**config.mk**
```make
export PLATFORM = sky130hd
export DESIGN_NAME = sat_cnt
export DESIGN_NICKNAME = d
export VERILOG_FILES = /design/src/rtl/sat_cnt.sv
export SDC_FILE = /design/constraint.sdc
export NUM_CORES = 1
export LEC_CHECK = 0
export CAP_MARGIN = 20
export CORE_AREA = 3 3 40 42
export DETAILED_ROUTE_END_ITERATION = 16
export DIE_AREA = 0 0 43 45
export SLEW_MARGIN = 15
export SYNTH_ARGS = -nofsm -noshare
export SYNTH_HDL_FRONTEND = slang
export SYNTH_SLANG_ARGS = --single-unit
```
**constraint.sdc**
```tcl
create_clock -name clk -period 1.45 [get_ports clk]
set_clock_uncertainty 0.15 [all_clocks]
set_input_delay 0.2175 -clock clk [delete_from_list [all_inputs] [get_ports clk]]
set_output_delay 0.2175 -clock clk [all_outputs]
set_load 0.01 [all_outputs]
```
**src/rtl/sat_cnt.sv**
```systemverilog
// rtl/sat_cnt.sv - parameterised saturating counter; clr is applied before inc in the same cycle
module sat_cnt #(
    parameter int W = 8
) (
    input  logic         clk,
    input  logic         rst,
    input  logic         clr,
    input  logic         inc,
    output logic [W-1:0] cnt
);

    always_ff @(posedge clk or posedge rst) begin
        if (rst) begin
            cnt <= '0;
        end else if (clr) begin
            cnt <= W'(inc);
        end else if (inc && (cnt != {W{1'b1}})) begin
            cnt <= cnt + 1'b1;
        end
    end

endmodule

```
-- Yosys cells after proc, flatten, opt, wreduce, memory -nomap -nowiden
Cells that the tools add are included.
W data, S select, Z words.
- register bits after elaboration: 8
- add/subtract/negate cells: 1
- reductions and logical operators: 2
- multiplexer cells: 2
- equality and inequality tests: 1
- operators with widths (operator ; number):
    $mux W8 ; 2
    $add A8 B1 Y8 const B ; 1
    $ne A8 B8 Y1 const B ; 1
    $reduce_bool A2 Y1 ; 1
    $logic_and A1 B1 Y1 ; 1

-- Longest topological paths before layout
Gate-level depths: netlist of the first run.
- word-level depth: 4
- gate-level depth with buffers: 4
- gate-level depth less buffers: 4

-- Worst setup path after synthesis of the first run
OpenSTA, ideal clock, no wires.
- path kind: reg-to-reg
- from: register cnt[0]
- to: register cnt[7]
- period minus slack after synthesis: 1.619 ns
- data arrival time: 1.329 ns
- path buffers: 0
- path slack: -0.169 ns
- stages on the path, launching flop included: 5
- path through: dfrtp_1 ha_1 and3_1 o311ai_0 o41ai_1
- cells in the longest elaborated chain, start to end: 3
- elaborated cells on any way between the ends: 6
- those cells by class: add/sub (1); eq/ne (1); mux (2); reduce/logical (2)
- RTL lines (what ; line ; source):
    from (decl) ; 9 ; output logic [W-1:0] cnt
    from (signal assigned) ; 16 ; cnt <= W'(inc);
    from (signal assigned) ; 18 ; cnt <= cnt + 1'b1;
    $add A8 B1 Y8 / $ne A8 B8 Y1 (equally long branches) ; 18, 17 ;
    $mux W8 / $logic_and A1 B1 Y1 (equally long branches) ; 17 ; end else if (inc && (cnt != {W{1'b1}})) begin
    $mux W8 / $reduce_bool A2 Y1 (equally long branches) ; - ;
Several ways; a longest one is shown, not always the timed one. The select of a mux whose other input is x is not followed.
A chain may end at the register's enable or synchronous reset.

-- Worst setup path after layout of the first run
- from: register cnt[5]
- to: register cnt[1]
- cells in the longest elaborated chain, start to end: 3
- RTL lines (what ; line):
    $ne A8 B8 Y1 ; 17
    $logic_and A1 B1 Y1 ; 17
    $reduce_bool A2 Y1 (no line) ; -
Every way passes these cells.

==> impl_results.md, run 1 <==
* Outcome: complete, no violations
* Maxcap violations at 0
* Kind of capture point of the worst setup path: flop
* Cell family with the largest share of critical-path delay: flip-flops
* Fmax at 703 MHz
* DR pass1 iterations at 4
* Die ar. at just under 2000 um2
* Syn Inst Count at 47
* Post-Route Setup TNS at 0 ns
* Unrepaired setup endpoints after global routing: true
* Leading cell types in the layout, fill and taps excluded: sky130_fd_sc_hd__buf_4 (9), sky130_fd_sc_hd__nand2_1 (6), sky130_fd_sc_hd__dlygate4sd2_1 (6)
* Max_slew headroom at 78.7%
* Vias at 471
* Cell type of the slowest stage on the worst timing path: sky130_fd_sc_hd__dfrtp_1
* Die Ht at 45 um
* Register area at 204 um2
* Top reg by flops: cnt
* R2R cell count at 4
* Worst hold-check slack at 0.0715 ns
* Cell-internal power at roughly 0.38 mW
* Pin count of the biggest net entering global routing at 9
* Most frequent standard cell in the layout excluding fill and tap cells: sky130_fd_sc_hd__buf_4
* Fraction of layout cells with a size suffix above 1 at 31.4%
* Switching portion of total power at 24.3%
* Registers with the most flip-flops: cnt (8)
* Clock sinks at 8
* Sw power at 0.121 mW
* Post-layout minimum cycle time at 1.42 ns
* Leakage power at 0.312 nW
* Synthesis warning total at 0
* Antenna cell count at 0
* Power per cell area at 721 nW/um2
* VDD IR max at roughly 0.57 mV
* Critical Path Source Type: flop
* Setup slack, reg-to-reg at 0.03 ns
* Net count of the finished layout at 77
* Root Buffer Master: sky130_fd_sc_hd__clkbuf_4
* Crit path launch: cnt[5]
* Worst Path Required at 1.47 ns
* Fraction of power consumed by combinational cells at 18.8%
* DPL Wire Length at 880 um
* Minimum setup slack in the final design at 0.0275 ns
* Final number of max-transition violations at 0
* Number of global-route vias before repair at 465
* Signed area change from the synthesized netlist to the final layout at 53.1%
* Initial antenna violation count at 0
* Number of buffer cells added on primary ports at 11
* Depth of the CTS H-tree at 1
* Reg-to-Reg Start: cnt[5]
* Mean post-synth cell area at ~9.6 um2
* Cells traversed along the worst timing path: buf_4, and4_2, a21boi_2, mux2i_1
* Number of cell rows at 13
* Clock-pin transition on the worst setup and hold timing paths at roughly 0.050 ns
* Setup Crit Path Kind: reg -> reg
* Initial standard-cell utilization of the core at 35.1%
* Post-synthesis sequential element count at 8
* Sequential fraction of the synthesis area at 44.4%
* Cell Area, Placed at approximately 640 um2
* Wire length of the first global-routing pass at 2030 um
* Largest register FFs at 8
* Worst path bufs/invs at 1
* Post-synth top area share at 44.4%
* Global router's overall resource usage at ~14%
* Die width at roughly 43 um
* Average detailed-routed wire length per instance at ~13 um
* Final Cell Area at 689 um2
* Actual transition at the worst max-transition pin at 0.319 ns
* Clock tree from TritonCTS: yes
* Total CTS buffers at 3
* Setup slack at placement at -0.148 ns
* Routed WL at 1130 um
* Final weighted congestion in routability-driven placement at 0.743
* Class of the most critical hold timing path: in -> async
* Count of unique library cells instantiated by Yosys at 24
* Overflow left after global routing at 0
* Post-synthesis cell area at around 450 um2
* Share of the clock period used by the worst path after layout at 98.1%
* Worst skew pair latency at ~0.25 ns
* Count of routing violations after the opening detailed-route iteration at 9
* Share of the core filled with cells at 53.7%
* Critical Path Max Stage Delay at 0.39 ns
* Clock share of power at 33.1%
* Leading post-synthesis cells by cell area: sky130_fd_sc_hd__dfrtp_1 (44%), sky130_fd_sc_hd__a211oi_1 (5.0%), sky130_fd_sc_hd__nand2_1 (5.0%)
* Critical path depth at 4
* Synth Net Count at 52
* Top-Level Pins at 12
* Mean number of vias per cell at 5.54
* Count of nets left with antenna violations after detail routing at 0
* Number of design rule violations left after detail routing at 0
* Area of the multi-input gates at 259 um2
* Filler Cell Count at 137
* Hold Violations, Final at 0
* Post-synthesis cell type with the largest combined area: sky130_fd_sc_hd__dfrtp_1
* Total setup violations reported at the end of the flow at 0
* Buffer depth of the longest clock path at 2
* Placeable core region at about 1300 um2
* Sequential power share at around half
* Critical Path Fanout Max at 5
* Worst EP arrival at 1.45 ns
-- Yosys cell counts --
cell	instances
sky130_fd_sc_hd__a211oi_1	3
sky130_fd_sc_hd__dfrtp_1	8
sky130_fd_sc_hd__nand2b_1	1
sky130_fd_sc_hd__o21bai_1	1
sky130_fd_sc_hd__and3_1	1
sky130_fd_sc_hd__or3_1	1
sky130_fd_sc_hd__o311ai_1	1
sky130_fd_sc_hd__nand2_1	6
sky130_fd_sc_hd__a21oi_1	3
sky130_fd_sc_hd__nand3_1	3
sky130_fd_sc_hd__o21ai_0	2
sky130_fd_sc_hd__nand4_2	1
sky130_fd_sc_hd__a21boi_2	1
sky130_fd_sc_hd__o211ai_1	1
sky130_fd_sc_hd__ha_1	1
sky130_fd_sc_hd__mux2i_1	1
sky130_fd_sc_hd__o41ai_1	1
sky130_fd_sc_hd__or4_1	1
sky130_fd_sc_hd__nor3_1	1
sky130_fd_sc_hd__o311a_1	1
sky130_fd_sc_hd__inv_1	4
sky130_fd_sc_hd__and4_1	1
sky130_fd_sc_hd__nand4_1	2
sky130_fd_sc_hd__o311ai_0	1
-- cell families (layout without fill, tap and decap cells) --
family	count (synthesis)	count (layout)	synth area share (%)
adder cells (fa/ha/maj)	1	1	2.78
AND/OR/NAND/NOR	18	18	22.8
flip-flops	8	8	44.4
buffers and inverters	4	27	3.33
multiplexers	1	1	2.22
AO/OA/AOI/OAI	15	15	24.4
-- cell type report --
class | instances | share of cell area (%)
timing repair buffer | 20 | 24.7
sequential | 8 | 29.6
inverter | 4 | 2.18
tap | 15 | 2.72
clock buffer | 3 | 3.27
multi-input combinational | 35 | 37.6
-- repair_timing --
action	in CTS	in global routing
setup endpoints to repair	8	6
setup buffers	2	0
hold buffers	0	0
gates resized for setup	11	5
pin swaps	0	1
-- power groups by stage --
| stage | combinational, mW | clock [mW] | sequential (mW) |
|---|---|---|---|
| 3_3_place_gp | 0.0937 | 0 | 0.242 |
| 6_report | 0.0934 | 0.165 | 0.239 |
| 4_1_cts | 0.0889 | 0.172 | 0.239 |
| 3_5_place_dp | 0.0949 | 0 | 0.243 |
| 2_1_floorplan | 0.0278 | 0 | 0.249 |
| 5_1_grt | 0.105 | 0.191 | 0.240 |
-- stage by stage --
step	total power [mW]	std cells
after floorplan	0.277	47
after global placement	0.336	80
after detailed placement	0.338	80
after CTS	0.500	85
after global routing	0.535	85
final	0.497	85
-- path summary, 6_finish.rpt --
check | endpoint
min reg2reg | cnt[7]
min | cnt[5]
max reg2reg | cnt[1]
max in group asynchronous | cnt[2]
min in group clk | cnt[7]
max | cnt[1]
-- layer usage --
metal  track usage [%]  share of wire [%]  vias up
li1                  -                  -      233
met1              18.6                 43      226
met2              22.2                 50       12
met3              7.57                7.3        0
met4              1.81                  0        0
met5                 0                  0        -
(Power assumes the default switching activity.)
==> inputs of run 2 (changes only) <==
--- a/config.mk
+++ b/config.mk
@@ -7,6 +7,7 @@
 export LEC_CHECK = 0
 export CAP_MARGIN = 20
 export CORE_AREA = 3 3 40 42
+export CTS_CLUSTER_DIAMETER = 150
 export DETAILED_ROUTE_END_ITERATION = 16
 export DIE_AREA = 0 0 43 45
 export SLEW_MARGIN = 15
==> results of run 2 <==
Same layout as run 1: the final DEF is identical, and so are final timing and power.
==> inputs of run 3 (changes only) <==
--- a/config.mk
+++ b/config.mk
@@ -10,6 +10,7 @@
 export CTS_CLUSTER_DIAMETER = 150
 export DETAILED_ROUTE_END_ITERATION = 16
 export DIE_AREA = 0 0 43 45
+export SKIP_CTS_REPAIR_TIMING = 1
 export SLEW_MARGIN = 15
 export SYNTH_ARGS = -nofsm -noshare
 export SYNTH_HDL_FRONTEND = slang
==> run 3 against run 2 <==
Compared with the run above:
- combinational power grew 8%
- wire length grew 4.5%
- final area grew 6.4%
- register-to-register slack is essentially flat
- global-route usage shrank 0.34 points
- first-iteration DRC count grew 44%
- sequential share of layout area shrank 1.6 points
- core utilization grew 3.4 points
- non-clock buffer count grew 2
- hold slack lost 0.0044 ns
- clock power is essentially flat
- via count grew 2.5%
- critical path type unchanged
- critical endpoint is now cnt[5]
==> impl_results.md, run 3 (same netlist as run 1, synthesis figures left out) <==
* Average detailed-routed wire length per instance at between 10 and 15 um
* Setup Crit Path Kind: reg -> reg
* Fraction of power consumed by combinational cells at 19.9%
* Top-Level Pins at 12
* Top reg by flops: cnt
* Worst skew pair latency at between 0.2 and 0.3 ns
* Die width at between 40 and 50 um
* Vias at 483
* Clock sinks at 8
* Count of routing violations after the opening detailed-route iteration at 13
* Depth of the CTS H-tree at 1
* Register area at 205 um2
* Maxcap violations at 0
* Share of the clock period used by the worst path after layout at 98.4%
* DPL Wire Length at 880 um
* Routed WL at 1180 um
* Total setup violations reported at the end of the flow at 0
* Kind of capture point of the worst setup path: flop
* Post-layout minimum cycle time at between 1 and 1.5 ns
* Count of nets left with antenna violations after detail routing at 0
* Switching portion of total power at 24.4%
* Global router's overall resource usage at 14.0%
* Die Ht at 45 um
* Most frequent standard cell in the layout excluding fill and tap cells: sky130_fd_sc_hd__buf_4
* Met2 track demand over resource at 21.0%
* Leading cell types in the layout, fill and taps excluded: sky130_fd_sc_hd__buf_4 (11), sky130_fd_sc_hd__dlymetal6s2s_1 (8), sky130_fd_sc_hd__nand2_1 (6)
* Max_slew headroom at 78.9%
* Placeable core region at 1280 um2
* Clock share of power at 32.8%
* Actual transition at the worst max-transition pin at 0.317 ns
* Final number of max-transition violations at 0
* Worst EP arrival at 1.40 ns
* Clock-pin transition on the worst setup and hold timing paths at 0.05 ns
* DR pass1 iterations at 4
* Number of design rule violations left after detail routing at 0
* Leakage power at ~0.43 nW
* Root Buffer Master: sky130_fd_sc_hd__clkbuf_4
* Critical Path Fanout Max at 5
* Fmax at 701 MHz
* Total CTS buffers at 3
* Net count of the finished layout at 79
* Area of the multi-input gates at 259 um2
* Clock tree from TritonCTS: yes
* Worst Path Required at 1.43 ns
* Sequential power share at 47.2%
* Initial antenna violation count at 0
* Global route hottest layer: met2
* Die ar. at a little under 2000 um2
* Registers with the most flip-flops: cnt (8)
* Unrepaired setup endpoints after global routing: true
* Met1 track utilization from global routing at 18.6%
* Number of cell rows at 13
* Mean number of vias per cell at ~5.6
* Overflow left after global routing at 0
* Pin count of the biggest net entering global routing at 9
* Filler Cell Count at 125
* Outcome: complete, no violations
* Final Cell Area at between 700 and 800 um2
* Wire length of the first global-routing pass at roughly 2000 um
* Power per cell area at 689 nW/um2
* Antenna cell count at 0
* Cell Area, Placed at 639 um2
* VDD IR max at 0.576 mV
* Number of buffer cells added on primary ports at 11
* Share of the core filled with cells at about 57%
* Final weighted congestion in routability-driven placement at 0.743
* Cell-internal power at 0.382 mW
* Signed area change from the synthesized netlist to the final layout at 62.8%
* Grt met3 use at 7.57%
* Largest register FFs at 8
* Class of the most critical hold timing path: in -> async
* Number of global-route vias before repair at 449
* Sw power at 0.123 mW
* Hold Violations, Final at 0
* Buffer depth of the longest clock path at 2
* Critical Path Source Type: flop
* Fraction of layout cells with a size suffix above 1 at 34.7%
* Initial standard-cell utilization of the core at about a third
-- run 3: final cells by class --
class                      count  area share [%]
clock buffer                   3            3.07
inverter                       4            2.05
multi-input combinational     35            35.3
sequential                     8            28.0
tap                           15            2.56
timing repair buffer          22            29.0
-- run 3: worst max-delay path: stages (launching register included) --
cell                       delay, ns
sky130_fd_sc_hd__dfrtp_1        0.38
sky130_fd_sc_hd__ha_2           0.21
sky130_fd_sc_hd__and3_4         0.21
sky130_fd_sc_hd__a211oi_1       0.24
sky130_fd_sc_hd__o21ai_0        0.12
-- run 3: through the flow --
step / power (mW) / TNS [ns] / instances / worst slack (ns) / hold slack (ns)
finish: 0.505 / 0 / 87 / 0.0237 / 0.0670
global route: 0.542 / -0.0632 / 87 / -0.0348 / 0.0885
CTS: 0.506 / -1.48 / 83 / -0.221 / 0.0804
detailed placement: 0.338 / -0.675 / 80 / -0.148 / 0.355
global placement: 0.336 / -0.587 / 80 / -0.137 / 0.345
floorplan: 0.277 / 0 / 47 / 0.00799 / -0.117
-- run 3: final timing paths --
| kind | endpoint | depth (start not counted) | slack [ns] | startpoint |
|---|---|---|---|---|
| max in group asynchronous | cnt[2] | 2 | 0.82 | rst |
| min in group clk | cnt[5] | 2 | 0.46 | cnt[5] |
| hold / removal | cnt[5] | 2 | 0.07 | rst |
| hold reg to reg | cnt[5] | 2 | 0.46 | cnt[5] |
| setup / recovery | cnt[5] | 4 | 0.02 | cnt[0] |
| setup reg to reg | cnt[5] | 4 | 0.02 | cnt[0] |
-- run 3: metal layers --
layer | wire length [um] | share of wire, %
met5 | 0 | 0
met2 | 575 | 49
met3 | 74 | 6.3
met1 | 533 | 45
met4 | 0 | 0
-- run 3: power by group through the flow --
stage / clock network (mW) / logic, mW / registers, mW
2_1_floorplan: 0 / 0.0278 / 0.249
3_3_place_gp: 0 / 0.0937 / 0.242
3_5_place_dp: 0 / 0.0949 / 0.243
4_1_cts: 0.172 / 0.0951 / 0.239
5_1_grt: 0.191 / 0.113 / 0.239
6_report: 0.166 / 0.101 / 0.239
